<file path="config.mk">
export PLATFORM = sky130hd
export DESIGN_NAME = button_bank_flat
export DESIGN_NICKNAME = d
export VERILOG_FILES = /design/src/rtl/button_bank_if.sv /design/src/rtl/button_bank.sv /design/src/flat_wrapper.sv
export SDC_FILE = /design/constraint.sdc
export NUM_CORES = 1
export LEC_CHECK = 0
export CAP_MARGIN = 10
export CELL_PAD_IN_SITES_DETAIL_PLACEMENT = 0
export CELL_PAD_IN_SITES_GLOBAL_PLACEMENT = 1
export CORE_MARGIN = 2
export CORE_UTILIZATION = 46
export DETAILED_ROUTE_END_ITERATION = 8
export PLACE_DENSITY_LB_ADDON = 0.15
export SLEW_MARGIN = 10
export SYNTH_ARGS = -nofsm -noshare
export SYNTH_HDL_FRONTEND = slang
export SYNTH_SLANG_ARGS = --single-unit
</file>
<file path="constraint.sdc">
create_clock -name clk -period 3.7 [get_ports clk]
set_clock_uncertainty 0.15 [all_clocks]
set_input_delay 0.74 -clock clk [delete_from_list [all_inputs] [get_ports clk]]
set_output_delay 0.74 -clock clk [all_outputs]
set_load 0.02 [all_outputs]
</file>
<file path="src/rtl/button_bank_if.sv">
// Button bank pin/event bundle: raw pins in, debounced level and event pulses out.
// Latency: n/a (signal container only).
// Backpressure: none; every output is a level or a one-cycle strobe.
// The release and repeat strobes are named rls and rpt because the plain words are SV keywords.
interface button_bank_if #(
    parameter int N = 4
);
    logic [N-1:0] btn;
    logic [N-1:0] level;
    logic [N-1:0] press;
    logic [N-1:0] rls;
    logic [N-1:0] hold;
    logic [N-1:0] rpt;
    logic         tick;

    // Pin driver side
    modport master (
        output btn,
        input  level, press, rls, hold, rpt, tick
    );

    // Debouncer side
    modport slave (
        input  btn,
        output level, press, rls, hold, rpt, tick
    );
endinterface

</file>
<file path="src/rtl/button_bank.sv">
// N-channel push-button debouncer with a shared sample-tick prescaler, press/release/hold pulses.
// Latency: 2 clk sync plus DB_COUNT ticks to a level change; events are registered with the level.
// Backpressure: none; pulses are one cycle wide and never stall. Auto-repeat built under BUTTON_BANK_REPEAT_EN.
module button_bank #(
    parameter int N            = 4,
    parameter bit ACTIVE_LOW   = 1'b0,
    parameter int TICK_DIV     = 131072,
    parameter int DB_COUNT     = 7,
    parameter int HOLD_TICKS   = 64,
    parameter int REPEAT_TICKS = 16
) (
    input logic           clk,
    input logic           reset_n,
    button_bank_if.slave  bus
);
    localparam int TICK_W = $clog2(TICK_DIV);
    localparam int DB_W   = $clog2(DB_COUNT + 1);
    localparam int HOLD_W = $clog2(HOLD_TICKS + 1);

    localparam logic [TICK_W-1:0] TICK_LAST = TICK_W'(TICK_DIV - 1);
    localparam logic [DB_W-1:0]   DB_LAST   = DB_W'(DB_COUNT - 1);
    localparam logic [HOLD_W-1:0] HOLD_MAX  = HOLD_W'(HOLD_TICKS);
    localparam logic [HOLD_W-1:0] HOLD_LAST = HOLD_W'(HOLD_TICKS - 1);

    logic [TICK_W-1:0] div_q, div_d;
    logic              tick_q, tick_d;

    logic [N-1:0] pin_norm;
    logic [N-1:0] sync1_q, sync2_q;
    logic [N-1:0] level_q, level_d;
    logic [N-1:0] press_q, press_d;
    logic [N-1:0] rls_q, rls_d;
    logic [N-1:0] hold_q, hold_d;
    logic [DB_W-1:0]   db_q   [N];
    logic [DB_W-1:0]   db_d   [N];
    logic [HOLD_W-1:0] hcnt_q [N];
    logic [HOLD_W-1:0] hcnt_d [N];

`ifdef BUTTON_BANK_REPEAT_EN
    localparam int REP_W = $clog2(REPEAT_TICKS + 1);
    localparam logic [REP_W-1:0] REP_LAST = REP_W'(REPEAT_TICKS - 1);
    logic [N-1:0]     rpt_q, rpt_d;
    logic [REP_W-1:0] rcnt_q [N];
    logic [REP_W-1:0] rcnt_d [N];
`else
    // Repeat period only matters when auto-repeat is built; keep it referenced.
    localparam bit REP_CFG_OK = (REPEAT_TICKS >= 1);
`endif

    // Pressed reads as 1 from here on, whatever the pin polarity.
    assign pin_norm = ACTIVE_LOW ? ~bus.btn : bus.btn;

    // Prescaler: strobe when the count hits its last value; the strobe and state updates share that edge.
    always_comb begin
        tick_d = (div_q == TICK_LAST);
        div_d  = tick_d ? '0 : div_q + 1'b1;
    end

    // Per-channel debounce, edge detection, hold and auto-repeat counters.
    always_comb begin
        level_d = level_q;
        press_d = '0;
        rls_d   = '0;
        hold_d  = '0;
        db_d    = db_q;
        hcnt_d  = hcnt_q;
`ifdef BUTTON_BANK_REPEAT_EN
        rpt_d   = '0;
        rcnt_d  = rcnt_q;
`endif
        for (int i = 0; i < N; i++) begin
            if (tick_d) begin
                if (sync2_q[i] != level_q[i]) begin
                    if (db_q[i] == DB_LAST) begin
                        level_d[i] = ~level_q[i];
                        db_d[i]    = '0;
                        press_d[i] = ~level_q[i];
                        rls_d[i]   = level_q[i];
                    end else begin
                        db_d[i] = db_q[i] + 1'b1;
                    end
                end else begin
                    // One agreeing sample throws away all progress.
                    db_d[i] = '0;
                end
            end
            // A level change restarts the hold count and suppresses hold/repeat in that cycle.
            if (press_d[i] || rls_d[i]) begin
                hcnt_d[i] = '0;
            end else if (tick_d && level_q[i] && (hcnt_q[i] != HOLD_MAX)) begin
                hcnt_d[i] = hcnt_q[i] + 1'b1;
                hold_d[i] = (hcnt_q[i] == HOLD_LAST);
            end
`ifdef BUTTON_BANK_REPEAT_EN
            // Repeat counting starts on the tick after hold, once the hold count has saturated.
            if (press_d[i] || rls_d[i] || hold_d[i]) begin
                rcnt_d[i] = '0;
            end else if (tick_d && level_q[i] && (hcnt_q[i] == HOLD_MAX)) begin
                if (rcnt_q[i] == REP_LAST) begin
                    rpt_d[i]  = 1'b1;
                    rcnt_d[i] = '0;
                end else begin
                    rcnt_d[i] = rcnt_q[i] + 1'b1;
                end
            end
`endif
        end
    end

    // State registers; reset drops every output with no release pulse.
    always_ff @(posedge clk or negedge reset_n) begin
        if (!reset_n) begin
            div_q   <= '0;
            tick_q  <= 1'b0;
            sync1_q <= '0;
            sync2_q <= '0;
            level_q <= '0;
            press_q <= '0;
            rls_q   <= '0;
            hold_q  <= '0;
            for (int i = 0; i < N; i++) begin
                db_q[i]   <= '0;
                hcnt_q[i] <= '0;
            end
`ifdef BUTTON_BANK_REPEAT_EN
            rpt_q <= '0;
            for (int i = 0; i < N; i++) begin
                rcnt_q[i] <= '0;
            end
`endif
        end else begin
            div_q   <= div_d;
            tick_q  <= tick_d;
            sync1_q <= pin_norm;
            sync2_q <= sync1_q;
            level_q <= level_d;
            press_q <= press_d;
            rls_q   <= rls_d;
            hold_q  <= hold_d;
            db_q    <= db_d;
            hcnt_q  <= hcnt_d;
`ifdef BUTTON_BANK_REPEAT_EN
            rpt_q   <= rpt_d;
            rcnt_q  <= rcnt_d;
`endif
        end
    end

    assign bus.level = level_q;
    assign bus.press = press_q;
    assign bus.rls   = rls_q;
    assign bus.hold  = hold_q;
    assign bus.tick  = tick_q;
`ifdef BUTTON_BANK_REPEAT_EN
    assign bus.rpt   = rpt_q;
`else
    assign bus.rpt   = {N{1'b0}} & {N{REP_CFG_OK}};
`endif
endmodule

</file>
<file path="src/flat_wrapper.sv">
// flat-port wrapper written by rule: the top's interface ports become plain ports
module button_bank_flat 
#(
    parameter int N            = 4,
    parameter bit ACTIVE_LOW   = 1'b0,
    parameter int TICK_DIV     = 131072,
    parameter int DB_COUNT     = 7,
    parameter int HOLD_TICKS   = 64,
    parameter int REPEAT_TICKS = 16
)
  (clk, reset_n, bus_btn, bus_level, bus_press, bus_rls, bus_hold, bus_rpt, bus_tick);
  button_bank_if #(.N(N)) bus_i ();
  input logic clk;
  input logic reset_n;
  input wire logic [$bits(bus_i.btn)-1:0] bus_btn;
  output wire logic [$bits(bus_i.level)-1:0] bus_level;
  output wire logic [$bits(bus_i.press)-1:0] bus_press;
  output wire logic [$bits(bus_i.rls)-1:0] bus_rls;
  output wire logic [$bits(bus_i.hold)-1:0] bus_hold;
  output wire logic [$bits(bus_i.rpt)-1:0] bus_rpt;
  output wire logic [$bits(bus_i.tick)-1:0] bus_tick;
  assign bus_i.btn = bus_btn;
  assign bus_level = bus_i.level;
  assign bus_press = bus_i.press;
  assign bus_rls = bus_i.rls;
  assign bus_hold = bus_i.hold;
  assign bus_rpt = bus_i.rpt;
  assign bus_tick = bus_i.tick;
  button_bank #(.N(N), .ACTIVE_LOW(ACTIVE_LOW), .TICK_DIV(TICK_DIV), .DB_COUNT(DB_COUNT), .HOLD_TICKS(HOLD_TICKS), .REPEAT_TICKS(REPEAT_TICKS)) u_core (.clk(clk), .reset_n(reset_n), .bus(bus_i));
endmodule
</file>
==> results.md, run 1 <==
- Reg clk slew, reported paths: 0.08 ns
- Core area: 0.00859 mm²
- WL/cell: 14.0 µm
- Critical Path End Type: flop
- CP max FO: 34
- Pleak: 1.86 nW
- Final WL: 7570 µm
- DP HPWL: 4950 µm
- Non-Filler Instances: 540
- Die X: 97.4 µm
- Worst setup margin: 0.585 ns
- 1st-iter DRT viols: 89
- Crit-path slowest cell: a21oi_1
- Initial antenna violation count: 0
- Inst Count DP: 524
- Number of max-cap violations: 0
- Ratio of final minimum period to clock period: 0.842
- RSZ-0062 raised after global routing: no
- Post-cts gate resize count: 0
- Max-slew violations: 0
- Hold Crit Class: flop to flop
- Fillers: 798
- Vias in the first global route: 2925
- Post-Syn Instances: 403
- Min Tclk post-route: 3.11 ns
- Number of synthesized flops with an enable pin: 0
- Nets@finish: 444
- Most common cell after layout, fill and taps aside: dfrtp_1
- Largest net degree at the start of global routing: 83
- Slowest cell delay on critical path: 0.59 ns
- Row cnt: 34
- Most frequently used flop master after synthesis: dfrtp_1
- Final hold violation count: 0
- Psw: 0.000344 W
- GRT Overall Usage: 0.169
- Die Area: 0.00949 mm²
- Global-route wire length before repair: 13300 µm
- Status: finished clean
- Netlist cell types: 43
- Mapped Avg Cell Area: 9.96 µm²
- CP Cell Sequence: ha_1 > nand4_2 > nor4_2 > and3_1 > ha_2 > buf_12 > nand3b_1 > a21oi_1 > nor4_1
- Async SR Flop Fraction: 1.00
- Critical Path AT: 3.16 ns
- GPL Wtd Cong: 0.755
- Routed Antenna Nets: 0
- Warnings, synthesis: 0
- Routed vias/inst: 5.68
- Initial core utilization: 0.467
- Layout cells sized above 1: 0.0903
- CP bufs+invs: 1
- CP Data Required Time: 3.75 ns
- Setup_tns: 0 ns
- Total number of vias: 3069
- Overall power: 0.00172 W
- Peak VDD IR: 234 µV
- First-pass DRT Iterations: 4
- Netlist Area Pre-Place: 0.00402 mm²
- Pin slew with the least headroom to its limit: 1.02 ns
- Port Buffers: 22
- Sequential fraction of the synthesis area: 0.511
- Antenna fix cells: 0
- Pre-CTS setup slack: 0.594 ns
- I/O pin count: 27
- Storage element area: 0.00205 mm²
- Die Ht: 97.4 µm
- Logic pwr share: 0.016
- Critical path class: flop to flop
- Htree depth: 3
- Clk network pwr share: 0.458
- Area of the multi-input gates: 0.00180 mm²
- CTS Hold Bufs: 0
- Fmax: 0.321 GHz
- Cell Pwr Density: 374 mW/mm²
- Startpoint class of the critical path: flop
- Switch share: 0.200
- Clk root buf: clkbuf_8
- CTS tree: done
- CTS buffer count: 9
- Post-synthesis register bit count: 82
- Relative slew slack: 0.323
- CTS sink cnt: 82
- CTS Buffer Depth: 2
- Most frequent cells in the layout: dfrtp_1, a21oi_1, nand2_1
- Int Power: 0.00137 W
- Global route overflow: 0
- Endpoints failing setup: 0
- Synth-to-layout area growth: 14.5%
- Critical path's top delay family: simple AND/OR/NAND/NOR gates
- Setup Fix Bufs, Post-CTS: 0
- Post-route DRC: 0
- Sequential power share: 0.526
- Clk_lat worst skew: 0.34 ns
## metal layers
| layer | GRT usage | up-vias | wire (µm) |
|---|---|---|---|
| li1 | - | 1534 | - |
| met1 | 0.222 | 1490 | 3680 |
| met2 | 0.279 | 39 | 3620 |
| met3 | 0.0460 | 6 | 193 |
| met4 | 0.0385 | 0 | 76 |
| met5 | 0 | - | 0 |
## layout make-up
class,instances,share of cell area
Tap cell,108,0.0294
Inverter,23,0.0188
Clock inverter,6,0.0248
Sequential cell,82,0.447
Clock buffer,10,0.0299
Timing Repair Buffer,28,0.0599
Multi-Input combinational cell,283,0.391
## metrics by stage
stage	instance area (µm²)	hold slack, ns	util
CTS	4600	0.210	0.535
global placement	4340	0.185	0.506
global route	4600	0.213	0.535
floorplan	4030	0.181	-
finish	4600	0.207	0.535
detailed placement	4340	0.188	0.506
## worst paths after layout
| path | start | cells after the start | to | slack [ns] |
|---|---|---|---|---|
| hold reg to reg | u_core.sync1_q[1] | 0 | u_core.sync2_q[1] | 0.21 |
| setup / recovery | u_core.div_q[0] | 9 | u_core.hcnt_q[14] | 0.59 |
| max in group asynchronous | reset_n | 1 | u_core.div_q[15] | 2.32 |
| min in group asynchronous | reset_n | 1 | u_core.div_q[4] | 0.42 |
| hold / removal | u_core.sync1_q[1] | 0 | u_core.sync2_q[1] | 0.21 |
| setup reg to reg | u_core.div_q[0] | 9 | u_core.hcnt_q[14] | 0.59 |
## kinds of logic after synthesis
logic type               share of synthesized area
AND/OR/NAND/NOR                              0.227
flip-flops                                   0.511
adder cells (fa/ha/maj)                     0.0343
XOR/XNOR                                    0.0153
other                                     0.000934
AO/OA/AOI/OAI                                0.142
buffers and inverters                       0.0452
multiplexers                                0.0249
## sequential cells by signal, indices dropped and copies added, names as in the netlist
name	flops
u_core.bus.press	4
u_core.hcnt_q	28
u_core.bus.tick	1
u_core.div_q	17
u_core.bus.rls	4
u_core.sync2_q	4
u_core.bus.level	4
u_core.sync1_q	4
u_core.bus.hold	4
u_core.db_q	12
## synth_stat cells, types with 2 or more instances
cell type	number	share of area
nand4_2	2	0.0062
mux2_2	8	0.022
inv_1	22	0.021
nand4_1	23	0.036
buf_2	7	0.0087
o31ai_1	4	0.0075
o21ai_0	27	0.034
nor2_1	18	0.017
ha_1	11	0.034
o22ai_1	4	0.0062
a21oi_1	33	0.041
nand2b_1	5	0.0078
nor2b_1	4	0.0062
or3_1	20	0.031
nand3_1	15	0.019
a31oi_1	7	0.011
nor3_1	3	0.0037
o2111ai_1	3	0.0065
a22o_1	8	0.017
dfrtp_1	82	0.51
clkbuf_1	6	0.0056
a311o_1	4	0.010
nand3b_1	12	0.022
nand2_1	29	0.027
or4_1	6	0.011
xor2_1	6	0.013
nor4_1	12	0.019
buf_4	5	0.0093
nand4b_1	3	0.0065
## power groups by stage
stage	Combinational [W]	Sequential (W)	Clock (W)
global route	0.0000333	0.000904	0.000851
detailed placement	0.0000301	0.000921	0
finish	0.0000283	0.000903	0.000785
floorplan	0.00000966	0.000920	0
CTS	0.0000300	0.000903	0.000815
global placement	0.0000301	0.000921	0
Power figures use the tool's default switching activity.
==> inputs of run 2 (changes only) <==
--- a/config.mk
+++ b/config.mk
@@ -9,7 +9,7 @@
 export CELL_PAD_IN_SITES_DETAIL_PLACEMENT = 0
 export CELL_PAD_IN_SITES_GLOBAL_PLACEMENT = 1
 export CORE_MARGIN = 2
-export CORE_UTILIZATION = 46
+export CORE_UTILIZATION = 42
 export DETAILED_ROUTE_END_ITERATION = 8
 export PLACE_DENSITY_LB_ADDON = 0.15
 export SLEW_MARGIN = 10
==> constraint.sdc (replaced) <==
create_clock -name clk -period 2.51 [get_ports clk]
set_clock_uncertainty 0.15 [all_clocks]
set_input_delay 0.502 -clock clk [delete_from_list [all_inputs] [get_ports clk]]
set_output_delay 0.502 -clock clk [all_outputs]
set_load 0.02 [all_outputs]
==> run 2 against run 1 <==
  * Total power is 37% higher
  * Final area increased by 9.7%
  * Clock power increased by 24%
  * First-iteration DRC count is 67% higher
  * Setup slack got worse by 0.54 ns
  * Flip-flop and latch count stayed put
  * Core utilization is 1.1 points higher
  * Global-route usage increased by 0.80 points
  * Routed wire length is 8.9% higher
  * Register-to-register slack got worse by 0.54 ns
  * Die area is 9.1% higher
  * Critical endpoint is now u_core.hcnt_q[17]
  * Largest cell class unchanged
==> results.md, run 2 (synthesis gave the netlist of run 1 again) <==
- Setup_tns: 0 ns (unchanged)
- Hold Crit Class: flop to flop
- 1st-iter DRT viols: 149 (+67%)
- Startpoint class of the critical path: flop
- Largest regs: u_core.hcnt_q (28), u_core.div_q (17), u_core.db_q (12)
- Synth-to-layout area growth: 25.5%
- Final WL: 8240 µm (+8.9%)
- Routed Antenna Nets: 0 (unchanged)
- DP HPWL: 5580 µm (+13%)
- Die Area: 0.0104 mm² (+9.1%)
- CTS sink cnt: 82 (unchanged)
- Biggest register: u_core.hcnt_q
- CTS buffer count: 9 (unchanged)
- WL/cell: 13.7 µm (-2.5%)
- RSZ-0062 raised after global routing: yes
- CP max FO: 6 (-82%)
- Storage element area: 0.00205 mm² (unchanged)
- Post-route DRC: 0 (unchanged)
- Critical Path End Type: flop
- CTS tree: done
- Routed vias/inst: 5.46 (-3.9%)
- Cell count of the worst hold path: 0 (unchanged)
- Max-slew violations: 0 (unchanged)
- GR Util met3: 0.0559 (+0.00986)
- Initial core utilization: 0.435 (-0.0327)
- Most Used Layer, Global Route: met2
- CP Data Required Time: 2.65 ns (-1.10 ns)
- Fmax: 0.406 GHz (+26%)
- Core area: 0.00924 mm² (+7.5%)
- Endpoints failing setup: 0 (unchanged)
- Min Tclk post-route: 2.46 ns (-0.652 ns)
- Largest net degree at the start of global routing: 39 (-53%)
- Cell Pwr Density: 468 mW/mm² (+25%)
- Final hold violation count: 0 (unchanged)
- Critical path class: flop to flop
- Clk root buf: clkbuf_8
- Ratio of final minimum period to clock period: 0.981 (+0.139)
- Critical Path AT: 2.61 ns (-0.55 ns)
- Pin slew with the least headroom to its limit: 0.705 ns (-0.311 ns)
- Status: finished clean
- Number of flip-flops in the largest register: 28 (unchanged)
- Global route overflow: 0 (unchanged)
- Reg2Reg Depth: 10 (+1)
- Peak VDD IR: 361 µV (+54%)
- CTS Buffer Depth: 2 (unchanged)
- Area of the multi-input gates: 0.00190 mm² (+5.9%)
- Met1 Use GR: 0.229 (+0.00658)
- M2 GR Usage: 0.282 (+0.00334)
- Fillers: 834 (+4.5%)
- GPL Wtd Cong: 0.832 (+10%)
- Port Buffers: 22 (unchanged)
- Die X: 102 µm (+4.5%)
- I/O pin count: 27 (unchanged)
- Initial antenna violation count: 0 (unchanged)
- Clk_lat worst skew: 0.37 ns (+0.03 ns)
- Reg clk slew, reported paths: 0.10 ns (+0.02 ns)
- Most frequent cells in the layout: dfrtp_1, buf_4, nand2_1
- Number of max-cap violations: 0 (unchanged)
- Die Ht: 102 µm (+4.5%)
- Global-route wire length before repair: 14400 µm (+8.1%)
- Htree depth: 3 (unchanged)
- Hold slack: 0.207 ns (+0.000252 ns)
- Nets@finish: 486 (+9.5%)
- GRT Overall Usage: 0.177 (+0.00796)
- Vias in the first global route: 3139 (+7.3%)
- Row cnt: 35 (+2.9%)
- Total number of vias: 3294 (+7.3%)
- Relative slew slack: 0.526 (+0.203)
- Antenna fix cells: 0 (unchanged)
- Layout cells sized above 1: 0.205 (+0.114)
- First-pass DRT Iterations: 4 (unchanged)
- Most common cell after layout, fill and taps aside: dfrtp_1
- Pleak: 2.09 nW (+12%)
[run 2: cell types whose count changed in the layout (fill, tap and decap cells not counted), moves of 3 or more]
cell | previous run | this run
nand3_2 | 1 | 4
buf_4 | 6 | 42
a21oi_2 | 1 | 9
a21oi_1 | 33 | 25
nand3_1 | 15 | 12
buf_12 | 1 | 4
[run 2: worst paths after layout]
kind | start | endpoint | slack (ns)
setup reg to reg | u_core.div_q[1] | u_core.hcnt_q[17] | 0.05
max in group asynchronous | reset_n | u_core.hcnt_q[18] | 1.00
min in group asynchronous | reset_n | u_core.div_q[4] | 0.49
hold / removal | u_core.sync1_q[2] | u_core.sync2_q[2] | 0.21
hold reg to reg | u_core.sync1_q[2] | u_core.sync2_q[2] | 0.21
setup / recovery | u_core.div_q[1] | u_core.hcnt_q[17] | 0.05
[run 2: area by class of cell]
class | count | share of cell area
well taps | 129 | 0.0320
flip-flops and latches | 82 | 0.407
clock buffers | 9 | 0.0246
repair buffers | 70 | 0.127
clock inverters | 7 | 0.0154
inverters | 23 | 0.0171
multi-input cells | 283 | 0.377
[run 2: power breakdown]
group	total, W	internal (W)	leakage, nW	switching [W]
Sequential	0.00133	0.00133	1.11	0.00000484
Clock	0.000977	0.000464	0.0881	0.000513
Combinational	0.0000518	0.0000160	0.884	0.0000358
Total	0.00236	0.00181	2.08	0.000554
[run 2: metal layers]
metal	vias to the layer above	wire (µm)	share of wire
li1	1620	-	-
met1	1616	3890	0.47
met2	49	4010	0.49
met3	9	270	0.033
met4	0	76	0.0092
met5	-	0	0
[run 2: repair_timing]
action                                  4_1_cts  5_1_grt
gates cloned                                  0        0
hold buffers                                  1        0
endpoints found under the setup margin       30       32
hold endpoints to repair                     37        0
gates resized for setup                       2       15
pin swaps                                     2       13
buffers inserted                              4        2
[run 2: stage by stage]
| stage | worst slack (ns) | power (W) | instance area, µm² | util | cells |
|---|---|---|---|---|---|
| floorplan | 0.00360 | 0.00137 | 4060 | - | 406 |
| global placement | -0.00363 | 0.00141 | 4700 | 0.508 | 580 |
| detailed placement | -0.0942 | 0.00141 | 4700 | 0.508 | 580 |
| CTS | 0.00473 | 0.00241 | 4950 | 0.536 | 601 |
| global route | -0.0850 | 0.00246 | 5040 | 0.545 | 603 |
| finish | 0.0473 | 0.00236 | 5040 | 0.545 | 603 |
[run 2: critical path, stage by stage (launching register included)]
cell     delay [ns]
dfrtp_1        0.40
ha_4           0.16
nand4_4        0.08
nor4_4         0.31
and3_4         0.24
ha_4           0.14
buf_12         0.12
buf_6          0.10
nand4_1        0.15
or3_4          0.41
a21oi_2        0.12
